File: config.mk
export PLATFORM = sky130hd
export DESIGN_NAME = four_req_arbiter
export DESIGN_NICKNAME = d
export VERILOG_FILES = /design/src/rtl/four_req_arbiter.sv
export SDC_FILE = /design/constraint.sdc
export NUM_CORES = 1
export LEC_CHECK = 0
export CORE_MARGIN = 3
export CORE_UTILIZATION = 42
export DETAILED_ROUTE_END_ITERATION = 10
export PLACE_DENSITY = 0.83
export SYNTH_ARGS = -nofsm -noshare
export SYNTH_HDL_FRONTEND = slang
export SYNTH_SLANG_ARGS = --single-unit
File: constraint.sdc
create_clock -name clk -period 1.6 [get_ports clk]
set_input_delay 0.32 -clock clk [delete_from_list [all_inputs] [get_ports clk]]
set_output_delay 0.32 -clock clk [all_outputs]
set_load 0.005 [all_outputs]
File: src/rtl/four_req_arbiter.sv
// four_req_arbiter
// Round-robin arbiter that shares one downstream resource (the OR path over
// requesters a, b, c, d) among four level requesters. A one-hot grant is
// registered and held while the owner keeps requesting, for at most HOLD_MAX
// cycles. Every tenure is followed by exactly one idle (GAP) cycle before the
// next grant.
//
// Ports
//   clk      in   rising-edge clock
//   rst_n    in   asynchronous active-low reset
//   req      in   [3:0] level requests, bit0=a .. bit3=d
//   gnt      out  [3:0] registered one-hot grant (or zero)
//   gnt_id   out  [1:0] registered index of current/last owner
//   busy     out  registered, high while gnt is non-zero
//   any_req  out  combinational OR of all requests (wake flag)
//   timeout  out  registered one-cycle pulse when a tenure is force-ended
module four_req_arbiter #(
    parameter int unsigned HOLD_MAX = 8,
    parameter int unsigned CNT_W    = 4
) (
    input  logic       clk,
    input  logic       rst_n,
    input  logic [3:0] req,
    output logic [3:0] gnt,
    output logic [1:0] gnt_id,
    output logic       busy,
    output logic       any_req,
    output logic       timeout
);

    localparam logic [CNT_W-1:0] LP_CNT_LAST = CNT_W'(HOLD_MAX - 1);

    typedef enum logic [1:0] {
        ST_IDLE  = 2'd0,
        ST_GRANT = 2'd1,
        ST_GAP   = 2'd2
    } state_t;

    state_t           r_state;
    logic [CNT_W-1:0] r_cnt;
    logic [3:0]       r_gnt;
    logic [1:0]       r_gnt_id;
    logic             r_busy;
    logic             r_timeout;

    logic [1:0]       w_win_id;
    logic [1:0]       w_idx;
    logic             w_found;
    logic             w_owner_req;

    assign any_req     = |req;
    assign w_owner_req = req[r_gnt_id];

    // Circular scan starting one past the last owner; the last owner is
    // visited last (i == 4), so it only wins when nobody else is requesting.
    always_comb begin
        w_found  = 1'b0;
        w_win_id = r_gnt_id;
        w_idx    = 2'd0;
        for (int unsigned i = 1; i <= 4; i++) begin
            w_idx = r_gnt_id + 2'(i);
            if (!w_found && req[w_idx]) begin
                w_found  = 1'b1;
                w_win_id = w_idx;
            end
        end
    end

    // Arbiter FSM with registered grant, id, busy and timeout.
    always_ff @(posedge clk or negedge rst_n) begin
        if (!rst_n) begin
            r_state   <= ST_IDLE;
            r_cnt     <= '0;
            r_gnt     <= 4'b0000;
            r_gnt_id  <= 2'd3;
            r_busy    <= 1'b0;
            r_timeout <= 1'b0;
        end else begin
            r_timeout <= 1'b0;
            case (r_state)
                ST_IDLE, ST_GAP: begin
                    if (any_req) begin
                        r_state  <= ST_GRANT;
                        r_gnt    <= 4'b0001 << w_win_id;
                        r_gnt_id <= w_win_id;
                        r_busy   <= 1'b1;
                        r_cnt    <= '0;
                    end else begin
                        r_state <= ST_IDLE;
                        r_gnt   <= 4'b0000;
                        r_busy  <= 1'b0;
                    end
                end
                ST_GRANT: begin
                    // A release takes precedence over expiry in the same cycle.
                    if (!w_owner_req) begin
                        r_state <= ST_GAP;
                        r_gnt   <= 4'b0000;
                        r_busy  <= 1'b0;
                    end else if (r_cnt == LP_CNT_LAST) begin
                        r_state   <= ST_GAP;
                        r_gnt     <= 4'b0000;
                        r_busy    <= 1'b0;
                        r_timeout <= 1'b1;
                    end else begin
                        r_cnt <= r_cnt + CNT_W'(1);
                    end
                end
                default: begin
                    r_state <= ST_IDLE;
                    r_gnt   <= 4'b0000;
                    r_busy  <= 1'b0;
                end
            endcase
        end
    end

    assign gnt     = r_gnt;
    assign gnt_id  = r_gnt_id;
    assign busy    = r_busy;
    assign timeout = r_timeout;

endmodule

==> metrics.csv <==
metric,value,unit
Hold Fails Final Rpt,0,
WP data arrival,1.87,ns
Synth Area in Adders,0.0181,
CTS tree,yes,
Synth warnings,0,
RSZ-0062 raised after global routing,true,
post-synth cell types,26,
Initial Util,0.487,
Worst-Margin Slew,0.356,ns
start point of the critical path,gnt_id[0],
Rows,13,
# DRC,0,
Max VDD drop,1.36,mV
DP HPWL,1.16,mm
worst-skew pair later-pin latency,0.28,ns
vias per inst,5.75,
Synth Register Bits,14,
Synth Area per Inst,9.71,sq um
DRT Wirelength,1.62,mm
nets@finish,111,
Final Cycle Share,1.06,
CP Launch Type,flip-flop,
CP Capture Type,flip-flop,
RR Startpoint,gnt_id[0],
Mapped Area,689,sq um
Die ar.,0.00216,sq mm
Max-slew headroom,0.761,
vias post-DR,678,
clock skew,0.00191,ns
Synth Area in XOR/XNOR,0,
Max-cap violations,0,
f_max,0.587,GHz
Synth Area in Compound Gates,0.180,
vias in the first global route,629,
GPL Wtd Cong,0.754,
H-tree depth,1,
die height,46.5,microns
setup slack after layout,-0.103,ns
Slew Limit Fails,0,
syn nets,78,
Initial DRC Count,14,
first-pass GRT wire length,2.74,mm
CTS Root Cell,clkbuf_4,
"Clk pin slew, worst setup/hold paths",0.09,ns
Pwr Total,1.79,mW
sequential area share after synthesis,0.512,
I/O pins,15,
diode count,0,
1st-pass router iterations,4,
status,"finished, violations left",
WP data required,1.77,ns
Setup CP Type,reg2reg,
Global Route Usage Sum,0.183,
Setup-failing EPs final,8,
Lkg Pwr,0.455,nW
post-synthesis mux area share,0.0327,
Area Growth Syn to Fin,45.7,%
CTS sink cnt,14,
Cells after Synth,71,
Hold Buf Count CTS,0,
Num CTS Buffers,3,
Overflow after GRT,0,
Port Buffers,14,
Power Density,1780,mW/mm^2
Post-Synth Simple-Gate Area,0.234,
combinational family with the most area after synthesis,simple AND/OR/NAND/NOR gates,
failing checks,setup timing,
largest buffer count on any clock path,2,
final core utilization,0.710,
Min-Delay Path Class,in2async,
largest net degree at the start of global routing,15,
post-route ant nets,0,
minimum clock period,1.70,ns
Crit Path Max Fanout,8,
initial antenna violation count,0,
Chip Width,46.5,microns
fraction of layout cells with a size suffix above 1,0.272,
core box area,0.00142,sq mm
routed length per instance,13.7,microns
-- cells by family (layout without fill, tap and decap cells) --
group	count (synthesis)	after routing
buf+inv	4	36
flops	14	14
simple gates	31	31
mux	1	1
fa+ha+maj	1	1
compound gates	20	20
-- flip-flops by register name (all words and copies together), names as in the netlist --
name and cells:
busy 1, timeout 1, r_state 2, gnt_id 2, gnt 4, r_cnt 4
-- power breakdown --
part	total (mW)	switching (mW)	internal, mW	leakage (nW)
Clock	0.255	0.117	0.138	0.0210
Combinational	0.919	0.432	0.488	0.256
Sequential	0.618	0.105	0.513	0.178
-- path summary, 6_finish.rpt --
check / slack [ns] / endpoint / cells past startpoint
setup reg to reg: -0.10 / gnt[2] / 3
max in group asynchronous: 1.02 / gnt_id[0] / 2
setup / recovery: -0.10 / gnt[2] / 3
hold reg to reg: 0.50 / gnt[3] / 2
min in group clk: 0.50 / gnt[3] / 2
hold / removal: 0.34 / r_cnt[1] / 2
-- layout make-up --
| type | instances | area, sq um |
|---|---|---|
| Fill cell | 110 | 410 |
| Inverter | 3 | 11.3 |
| Clock buffer | 4 | 36.3 |
| Timing Repair Buffer | 29 | 241 |
| Multi-Input combinational cell | 53 | 344 |
| Tap cell | 15 | 18.8 |
| Sequential cell | 14 | 353 |
-- routing by layer --
layer | GRT usage | up-vias | routed length, microns
met5 | 0 | - | 0
met4 | 0.0909 | 0 | 23
met3 | 0.0664 | 4 | 91
met2 | 0.297 | 32 | 803
met1 | 0.211 | 326 | 701
li1 | - | 316 | -
-- synthesized netlist by cell type --
master     instances  area (sq um)
dfrtp_1           12           300
nor2_1             8          30.0
nand2_1            7          26.3
o21ai_0            7          35.0
a21oi_1            5          25.0
nand2b_1           4          25.0
inv_1              3          11.3
o31ai_1            3          22.5
a22o_1             2          17.5
dfstp_2            2          52.6
nor4_1             2          12.5
or4_1              2          15.0
a211oi_1           1          7.51
a2bb2oi_1          1          8.76
and2_1             1          6.26
and2b_1            1          7.51
and3_1             1          6.26
buf_2              1          5.00
ha_1               1          12.5
mux4_2             1          22.5
nand3_1            1          5.00
nand3b_1           1          7.51
nor2_2             1          6.26
nor2b_1            1          6.26
o21a_1             1          7.51
or2b_1             1          7.51
-- critical path, stage by stage, from the launching register on --
cell,delay [ns]
dfstp_2,0.59
mux4_2,0.57
and3_4,0.21
a22o_1,0.22
-- cell usage in the layout (no fill, tap or decap), drive strengths merged, types with 2 or more instances in the layout --
cell / Yosys / routed
a21oi: 5 / 5
o21ai: 7 / 7
nor4: 2 / 2
dfstp: 2 / 2
or4: 2 / 2
nand2b: 4 / 4
a22o: 2 / 2
clkbuf: 0 / 5
clkdlybuf4s50: 0 / 7
nor2: 9 / 9
dfrtp: 12 / 12
buf: 1 / 15
o31ai: 3 / 3
dlygate4sd2: 0 / 5
inv: 3 / 3
nand2: 7 / 7
-- per-stage QoR --
stage | instances | setup slack [ns] | hold slack, ns | cell area, sq um | TNS (ns)
5_1_grt | 118 | -0.162 | 0.332 | 1000 | -1.09
6_report | 118 | -0.103 | 0.343 | 1000 | -0.393
4_1_cts | 118 | -0.103 | 0.344 | 1000 | -0.474
2_1_floorplan | 71 | -0.0772 | 0.0244 | 701 | -0.218
3_3_place_gp | 112 | -0.414 | 0.471 | 946 | -3.68
3_5_place_dp | 112 | -0.457 | 0.477 | 946 | -4.37
-- what timing repair did --
action	4_1_cts	5_1_grt
gates resized for setup	10	4
endpoints found under the setup margin	13	11
buffers inserted	2	0
pin swaps	4	3
endpoints found under the hold margin	0	0
No activity file was read; power rests on OpenSTA's default activity.
